## config.mk

```make
export PLATFORM = sky130hd
export DESIGN_NAME = apb_sd_spi
export DESIGN_NICKNAME = d
export VERILOG_FILES = /design/src/rtl/apb_sd_spi_pkg.sv /design/src/rtl/spi_shift_engine.sv /design/src/rtl/apb_sd_spi.sv
export SDC_FILE = /design/constraint.sdc
export NUM_CORES = 1
export LEC_CHECK = 0
export CORE_MARGIN = 1
export CORE_UTILIZATION = 58
export CTS_BUF_LIST = sky130_fd_sc_hd__clkbuf_8
export DETAILED_ROUTE_END_ITERATION = 8
export GPL_ROUTABILITY_DRIVEN = 0
export PLACE_DENSITY = 0.82
export SETUP_SLACK_MARGIN = 0.1
export SYNTH_ARGS = -nofsm -noshare
export SYNTH_HDL_FRONTEND = slang
export SYNTH_SLANG_ARGS = --single-unit
```

## constraint.sdc

```tcl
create_clock -name clk -period 2.6 [get_ports clk]
set_input_delay 0.52 -clock clk [delete_from_list [all_inputs] [get_ports clk]]
set_output_delay 0.52 -clock clk [all_outputs]
set_load 0.02 [all_outputs]
```

## src/rtl/apb_sd_spi_pkg.sv

```systemverilog
// Shared constants for the APB SD-card SPI master: register offsets, pad map,
// engine state encoding and the transfer length limit.
package apb_sd_spi_pkg;

    localparam logic [7:0] OFF_OUT    = 8'h40;
    localparam logic [7:0] OFF_DIR    = 8'h44;
    localparam logic [7:0] OFF_PIN    = 8'h48;
    localparam logic [7:0] OFF_DATA   = 8'h4C;
    localparam logic [7:0] OFF_CNT    = 8'h50;
    localparam logic [7:0] OFF_STATUS = 8'h54;
    localparam logic [7:0] OFF_DIV    = 8'h58;

    localparam int PAD_MISO = 0;
    localparam int PAD_MOSI = 1;
    localparam int PAD_SCK  = 2;
    localparam int PAD_CS   = 3;
    localparam int PAD_D2   = 4;
    localparam int PAD_D1   = 5;

    typedef enum logic [1:0] {IDLE = 2'd0, LOW = 2'd1, HIGH = 2'd2} state_e;

    localparam logic [1:0] ST_IDLE = IDLE;
    localparam logic [1:0] ST_LOW  = LOW;
    localparam logic [1:0] ST_HIGH = HIGH;

    localparam logic [5:0] MAX_CNT = 6'd32;

    function automatic logic [5:0] clamp_cnt(input logic [5:0] n);
        return (n > MAX_CNT) ? MAX_CNT : n;
    endfunction

endpackage

```

## src/rtl/spi_shift_engine.sv

```systemverilog
// SPI mode-0 shift engine: MSB-first transmit, LSB-in receive, half period of
// div+1 clock cycles. The FSM state is exported on the state output.
module spi_shift_engine
    import apb_sd_spi_pkg::*;
(
    input  logic        clk,
    input  logic        rst_n,
    input  logic        start,
    input  logic [5:0]  n,
    input  logic [31:0] tx,
    input  logic [7:0]  div,
    input  logic        done_clr,
    input  logic        miso,
    output logic        busy,
    output logic        done,
    output logic [31:0] rx,
    output logic        sck,
    output logic        mosi,
    output logic [5:0]  remaining,
    output logic [1:0]  state
);

    logic [7:0]  half_cnt;
    logic [31:0] tx_sh;
    logic [5:0]  bits_left;
    logic        half_end;

    assign half_end = (half_cnt == div);

    // tx is left-aligned on start so the current bit is always tx_sh[31];
    // no shift happens after the last bit, so MOSI holds it when idle.
    always_ff @(posedge clk or negedge rst_n) begin
        if (!rst_n) begin
            state     <= ST_IDLE;
            half_cnt  <= 8'd0;
            tx_sh     <= 32'd0;
            rx        <= 32'd0;
            bits_left <= 6'd0;
            done      <= 1'b0;
        end else begin
            if (done_clr) done <= 1'b0;
            case (state)
                ST_IDLE: begin
                    if (start) begin
                        state     <= ST_LOW;
                        bits_left <= n;
                        tx_sh     <= tx << (MAX_CNT - n);
                        rx        <= 32'd0;
                        done      <= 1'b0;
                        half_cnt  <= 8'd0;
                    end
                end
                ST_LOW: begin
                    if (half_end) begin
                        half_cnt <= 8'd0;
                        state    <= ST_HIGH;
                        rx       <= {rx[30:0], miso};
                    end else begin
                        half_cnt <= half_cnt + 8'd1;
                    end
                end
                ST_HIGH: begin
                    if (half_end) begin
                        half_cnt  <= 8'd0;
                        bits_left <= bits_left - 6'd1;
                        if (bits_left == 6'd1) begin
                            state <= ST_IDLE;
                            done  <= 1'b1;
                        end else begin
                            state <= ST_LOW;
                            tx_sh <= {tx_sh[30:0], 1'b0};
                        end
                    end else begin
                        half_cnt <= half_cnt + 8'd1;
                    end
                end
                default: state <= ST_IDLE;
            endcase
        end
    end

    assign busy      = (state != ST_IDLE);
    assign sck       = (state == ST_HIGH);
    assign mosi      = tx_sh[31];
    assign remaining = bits_left;

endmodule

```

## src/rtl/apb_sd_spi.sv

```systemverilog
// APB-attached SD-card SPI master with raw pad GPIO. Optional clock divider
// register is enabled by defining APB_SD_SPI_CLKDIV_EN.
module apb_sd_spi
    import apb_sd_spi_pkg::*;
#(
    parameter int PAD_W = 6
) (
    input  logic             clk,
    input  logic             cpu_reset_n,
    input  logic [7:0]       PADDR,
    input  logic             PSEL,
    input  logic             PENABLE,
    input  logic             PWRITE,
    input  logic [31:0]      PWDATA,
    output logic [31:0]      PRDATA,
    output logic             PREADY,
    output logic [PAD_W-1:0] pad_out,
    output logic [PAD_W-1:0] pad_oe,
    input  logic [PAD_W-1:0] pad_in
);

    localparam int ZW = 32 - PAD_W;

    // Handshake: an access completes in its access phase (PSEL & PENABLE);
    // PREADY is held high, so every access takes exactly one access cycle.
    logic wr, rd;
    assign wr     = PSEL & PENABLE & PWRITE;
    assign rd     = PSEL & PENABLE & ~PWRITE;
    assign PREADY = 1'b1;

    logic [PAD_W-1:0] out_q, dir_q, pin_s1, pin_s2;
    logic [31:0]      tx_q, rx;
    logic [7:0]       div;
    logic [5:0]       remaining;
    logic [1:0]       eng_state;
    logic             busy, done, sck, mosi, start, done_clr;

    assign start    = wr && (PADDR == OFF_CNT) && !busy && (PWDATA[5:0] != 6'd0);
    assign done_clr = rd && (PADDR == OFF_DATA);

    always_ff @(posedge clk or negedge cpu_reset_n) begin
        if (!cpu_reset_n) begin
            out_q  <= '0;
            dir_q  <= '0;
            pin_s1 <= '0;
            pin_s2 <= '0;
            tx_q   <= 32'd0;
        end else begin
            pin_s1 <= pad_in;
            pin_s2 <= pin_s1;
            if (wr && PADDR == OFF_OUT)           out_q <= PWDATA[PAD_W-1:0];
            if (wr && PADDR == OFF_DIR)           dir_q <= PWDATA[PAD_W-1:0];
            if (wr && PADDR == OFF_DATA && !busy) tx_q  <= PWDATA;
        end
    end

`ifdef APB_SD_SPI_CLKDIV_EN
    logic [7:0] div_q;
    always_ff @(posedge clk or negedge cpu_reset_n) begin
        if (!cpu_reset_n)                    div_q <= 8'hFF;
        else if (wr && PADDR == OFF_DIV && !busy) div_q <= PWDATA[7:0];
    end
    assign div = div_q;
`else
    assign div = 8'd0;
`endif

    spi_shift_engine u_engine (
        .clk       (clk),
        .rst_n     (cpu_reset_n),
        .start     (start),
        .n         (clamp_cnt(PWDATA[5:0])),
        .tx        (tx_q),
        .div       (div),
        .done_clr  (done_clr),
        .miso      (pad_in[PAD_MISO]),
        .busy      (busy),
        .done      (done),
        .rx        (rx),
        .sck       (sck),
        .mosi      (mosi),
        .remaining (remaining),
        .state     (eng_state)
    );

    always_comb begin
        PRDATA = 32'hFFFF_FFFF;
        if (rd) begin
            case (PADDR)
                OFF_OUT:    PRDATA = {{ZW{1'b0}}, out_q};
                OFF_DIR:    PRDATA = {{ZW{1'b0}}, dir_q};
                OFF_PIN:    PRDATA = {{ZW{1'b0}}, pin_s2};
                OFF_DATA:   PRDATA = rx;
                OFF_CNT:    PRDATA = {26'd0, remaining};
                OFF_STATUS: PRDATA = {30'd0, done, busy};
`ifdef APB_SD_SPI_CLKDIV_EN
                OFF_DIV:    PRDATA = {24'd0, div};
`endif
                default:    PRDATA = 32'hFFFF_FFFF;
            endcase
        end
    end

    // The engine owns SCK/MOSI for the whole transfer; CS stays software-driven.
    always_comb begin
        pad_out = out_q;
        pad_oe  = dir_q;
        if (busy) begin
            pad_out[PAD_SCK]  = sck;
            pad_out[PAD_MOSI] = mosi;
            pad_oe[PAD_SCK]   = 1'b1;
            pad_oe[PAD_MOSI]  = 1'b1;
        end
    end

    busy_matches_state: assert property (@(posedge clk) disable iff (!cpu_reset_n)
        busy == (eng_state != ST_IDLE));

endmodule

```

==> flow_metrics.tcl, run 1 <==
set metrics [dict create \
    status "finished with violations" \
    failed_checks "setup timing" \
    finalWirelength_um 31200 \
    fin_skew_ps 19.2 \
    nFillCells 665 \
    critPathCapture "PRDATA[5]" \
    utilization 0.832 \
    grt_pass1_vias 8342 \
    ys_ff_latch 137 \
    p_total_mw 8.13 \
    powerDensity_nw_per_um2 693 \
    drive_above_1_share 0.379 \
    setup_ws_ps -355 \
    worstSetupStartpointType "input port" \
    cts_tree "yes" \
    yosys_warnings 0 \
    ys_async_sr_fraction 1.00 \
    start_util 0.605 \
    die_x_um 123 \
    hold_viol 0 \
    crit_path_start "PADDR[4]" \
    fmax_mhz 338 \
    die-height_um 123 \
    port_buffers 94 \
    insertion_delay_ps 470 \
    layout_min_cycle_time_ps 2960 \
    reg2reg_depth 7 \
    synth_edf_count 0 \
    num_vias 8683 \
    grt_max_degree 83 \
    p_leak_nw 5.31 \
    area_growth_pct 37.5 \
    timing.critical_path.fanout_max 4 \
    dieArea_um2 15200 \
    ys_seq_area_frac 0.402 \
    drc_errors 0 \
    final_cell_area_um2 11700 \
    core_um2 14100 \
    synth_ff_type "dfrtp_1" \
    cts_root_buf "clkbuf_8" \
    cts_buffers 17 \
    synthCells 830 \
    cts.sinks 137 \
    fp-row-count 43 \
    regArea_um2 3430 \
    grt-ovfl-total 0 \
    drt_iter0_drc 1368 \
    timing.rr.end "tx_q[5]" \
    grt_first_pass_wirelength_um 43400 \
    cts_htree_levels 4 \
    avgSynthCellArea_um2 10.3 \
    setup_violations 32 \
    syn_nets 891 \
    multi_input_area_um2 5130 \
    pwr-share-seq 0.342 \
    crit_path_end_kind "output pin" \
    grt_antenna_before_repair 1 \
    syn-cell-area_um2 8530 \
    wl_per_cell_um 25.4 \
    io_pins 96 \
    finalCritPeriodShare 1.14 \
    criticalPathCategory "in -> out" \
    clkPwrFrac 0.225 \
    switchingPower_mw 3.25 \
    layoutNonFillerInstCount 1229 \
    internal_power_mw 4.88 \
    grt_usage 0.379 \
    drtPass1Iterations 7 \
    relSlewSlack 0.571 \
    rsz0062_at_grt "yes" \
    dpl_cell_area_um2 10600 \
    hold_class "reg -> reg" \
    synthDistinctLibCells 76 \
    vias_per_cell 7.07 \
    switching_share 0.400 \
    p_comb_frac 0.433 \
    dp_hpwl_um 17900 \
    rrSetupSlack_ps 20 \
    postRouteAntennaNets 0 \
    worstPathRequired_ps 2080 \
    ir_worst_vdd_uv 689 \
    slew_violations 0 \
    reg2reg_from "u_engine.state[0]" \
    drv_cap 0 \
    final_nets 1096 \
    worstPathArrival_ps 2440 \
    clk_pin_slew_worst_paths_ps 80 \
    clock_path_buffers 2 \
    worstMarginPinSlew_ps 640 \
    post-place-cells 1168 \
]
[critical path, cell delays in order]
cell             delay (ps)
clkdlybuf4s50_1         490
buf_4                   190
nor2b_1                 170
a22o_1                  320
a221oi_4                470
o21ai_2                 120
buf_6                   150
[synth_stat cells (all sizes together) (22+ instances only)]
cell | n | share of area
clkbuf | 25 | 0.011
mux4 | 22 | 0.058
a21oi | 27 | 0.017
dfrtp | 137 | 0.40
nand2 | 91 | 0.040
nor2 | 55 | 0.025
mux2 | 55 | 0.085
a21o | 28 | 0.025
buf | 47 | 0.038
a22o | 37 | 0.038
nand3 | 26 | 0.016
mux2i | 39 | 0.046
o21ai | 54 | 0.032
[stage by stage]
| step | hold slack [ps] | worst slack (ps) | setup TNS, ps |
|---|---|---|---|
| 4_1_cts | 355 | -72.2 | -124 |
| 2_1_floorplan | 224 | -532 | -11750 |
| 6_report | 353 | -355 | -1340 |
| 3_3_place_gp | 324 | -807 | -68860 |
| 3_5_place_dp | 327 | -869 | -74590 |
| 5_1_grt | 366 | -329 | -2080 |
[layout by cell type, fill, tap and decap left out, types with 22 or more instances in the layout]
master,instances
a21o_1,27
a21oi_1,22
a22o_1,36
buf_4,138
buf_6,40
clkdlybuf4s50_1,46
dfrtp_1,137
mux2_2,22
mux2_4,33
mux2i_1,28
mux4_2,22
nand2_1,88
nand3_1,24
nor2_1,51
o21ai_0,36
[worst min-delay path by stage]
stage / from / to / slack (ps) / cells past startpoint
finish: pin_s1[1] / pin_s2[1] / 350 / 0
global route: cpu_reset_n / u_engine.rx[27] / 370 / 2
CTS: pin_s1[1] / pin_s2[1] / 360 / 0
detailed placement: cpu_reset_n / u_engine.rx[27] / 330 / 1
global placement: cpu_reset_n / u_engine.rx[27] / 320 / 1
floorplan: cpu_reset_n / dir_q[0] / 220 / 0
[registers in the layout (all words and copies together) (netlist names)]
register	flops
u_engine.rx	32
u_engine.state	2
dir_q	6
pin_s2	6
pin_s1	6
u_engine.done	1
out_q	6
u_engine.tx_sh	32
tx_q	32
u_engine.half_cnt	8
u_engine.remaining	6
[power groups by stage]
stage	sequential, mW	combinational [mW]	clock [mW]
CTS	2.73	3.26	1.80
floorplan	2.68	1.91	0
global route	2.81	3.70	1.94
detailed placement	2.77	3.11	0
global placement	2.75	2.98	0
finish	2.78	3.52	1.83
[logic make-up after synthesis]
kind of cell / synth area share
other: 0.000440
XOR/XNOR: 0.00587
flip-flops: 0.402
buffers and inverters: 0.0548
AND/OR/NAND/NOR: 0.140
AO/OA/AOI/OAI: 0.194
multiplexers: 0.189
adder cells (fa/ha/maj): 0.0147
[cell type report]
type                            instances  area share
Multi-Input combinational cell        608       0.437
Sequential cell                       137       0.292
Timing Repair Buffer                  258       0.213
Clock buffer                           17      0.0199
Tap cell                              180      0.0192
Clock inverter                         15      0.0140
Inverter                               13     0.00459
Antenna cell                            1    0.000213
[routing by layer]
layer  global-route usage  vias up  part of all wire
met4                0.220        0             0.084
met1                0.449     4113              0.35
met5                    0        -                 0
li1                     -     3500                 -
met3                0.102      277              0.10
met2                0.622      793              0.47
[timing repair]
item / in CTS / in global routing
gates resized for setup: 262 / 48
setup endpoints to repair: 108 / 88
hold endpoints to repair: 1 / 0
hold buffers: 1 / 0
cloned: 2 / 4
setup buffers: 14 / 8
pin swaps: 13 / 14
No activity file was read; power rests on OpenSTA's default activity.
==> run 2: changes to the inputs <==
CORE_UTILIZATION = 55   (was 58)
PLACE_DENSITY = 0.78   (was 0.82)
TNS_END_PERCENT = 100   (was not set)
==> flow_metrics.tcl, run 2 (synthesis gave the netlist of run 1 again) <==
set metrics [dict create \
    cts.sinks 137 \
    finalCritPeriodShare 1.05 \
    fp-row-count 45 \
    globalRouteMet1Util 0.419 \
    die-height_um 127 \
    rsz0062_at_grt "yes" \
    area_growth_pct 36.5 \
    use_met3 0.0704 \
    ctsHoldBuffers 0 \
    cts_htree_levels 4 \
    p_total_mw 7.88 \
    postRouteAntennaNets 0 \
    grt_busiest_layer "met2" \
    reg2reg_depth 9 \
    status "finished with violations" \
    pre_cts_ws_ps -886 \
    drive_above_1_share 0.374 \
    ir_worst_vdd_uv 457 \
    setup_violations 7 \
    crit_top_cell "buf_6" \
    worstPathRequired_ps 2080 \
    vias_per_cell 6.56 \
    cts_root_buf "clkbuf_8" \
    drt_iter0_drc 1074 \
    final_nets 1094 \
    path_cells "buf_6 -> nand2b_4 -> or4_4 -> nand3b_1 -> buf_6 -> buf_6 -> a221oi_2 -> o21ai_1 -> buf_4" \
    clock_path_buffers 2 \
    wl_per_cell_um 21.7 \
    powerDensity_nw_per_um2 676 \
    worst_path_max_delay_cell "or4_4" \
    drv_cap 0 \
    utilization 0.769 \
    max_stage_delay_ps 510 \
    antennaDiodeCount 0 \
    cts_tree "yes" \
    worstSetupStartpointType "input port" \
    dieArea_um2 16000 \
    grt_antenna_before_repair 1 \
    io_pins 96 \
    clk_pin_slew_worst_paths_ps 90 \
    drtPass1Iterations 8 \
    fin_skew_ps 14.9 \
    criticalPathCategory "in -> out" \
    drc_errors 0 \
    port_buffers 94 \
    reg_top3 "tx_q: 32 flops, u_engine.rx: 32 flops, u_engine.tx_sh: 32 flops" \
    failed_checks "setup timing" \
    core_um2 15100 \
    hold_viol 0 \
    fmax_mhz 366 \
    timing.critical_path.fanout_max 4 \
    holdWs_ps 24.2 \
    grt_max_degree 81 \
    insertion_delay_ps 470 \
    nFillCells 875 \
    worstPathArrival_ps 2210 \
    slew_violations 0 \
    grt_pass1_vias 8130 \
    crit_path_end_kind "output pin" \
    grt-ovfl-total 0 \
    num_vias 8098 \
    dp_hpwl_um 17900 \
    grt_usage 0.337 \
    finalWirelength_um 26800 \
    grt_util_met2 0.552 \
    start_util 0.563 \
    setup_ws_ps -129 \
    p_leak_nw 5.25 \
    grt_first_pass_wirelength_um 42000 \
    final_cell_mix "137 x dfrtp_1, 137 x buf_4, 90 x nand2_1, 51 x nor2_1, 49 x clkdlybuf4s50_1" \
    cts_buffers 17 \
    hold_class "in -> async" \
    layout_min_cycle_time_ps 2730 \
    die_x_um 127 \
]
[run 2: through the flow]
step           instance area [µm²]  cells  setup TNS, ps
2_1_floorplan                 8790    830         -11750
3_3_place_gp                 10700   1180         -63150
3_5_place_dp                 10700   1180         -72390
4_1_cts                      11500   1225           -450
5_1_grt                      11600   1234          -1670
6_report                     11600   1234           -576
[run 2: final cells by class]
cell class              count  area [µm²]  share of cell area
well taps                 188         235              0.0202
clock inverters            14         155              0.0133
inverters                  13        53.8             0.00462
flip-flops and latches    137        3430               0.294
repair buffers            256        2430               0.209
multi-input cells         608        5090               0.437
clock buffers              18         248              0.0213
[run 2: worst paths after layout]
| check | startpoint | end | slack, ps |
|---|---|---|---|
| max | PADDR[7] | PRDATA[3] | -130 |
| min | cpu_reset_n | u_engine.rx[27] | 20 |
| max reg2reg | u_engine.half_cnt[0] | u_engine.rx[12] | 190 |
| min reg2reg | pin_s1[2] | pin_s2[2] | 350 |
| max in group asynchronous | cpu_reset_n | tx_q[11] | 2170 |
| min in group clk | pin_s1[2] | pin_s2[2] | 350 |
[run 2: what timing repair did]
action | in CTS | in global routing
resized for setup | 263 | 38
endpoints found under the setup margin | 65 | 107
buffers inserted | 10 | 10
pin swaps | 9 | 11
gates cloned | 3 | 1
[run 2: worst max-delay path: cells and delay by family]
kind	cells	cell delay, ps
simple gates	3	860
buf+inv	4	530
compound gates	2	290
[run 2: routing by layer]
layer,wire [µm],vias to the layer above,share of wire
met5,0,-,0
met4,1520,0,0.057
met3,2040,169,0.076
met2,13100,517,0.49
met1,10100,3913,0.38
li1,-,3499,-
[run 2: power by group]
group          switching (mW)  total, mW  internal (mW)
registers               0.286       2.76           2.47
logic                    1.84       3.32           1.48
clock network           0.973       1.79          0.821
total                    3.10       7.88           4.78
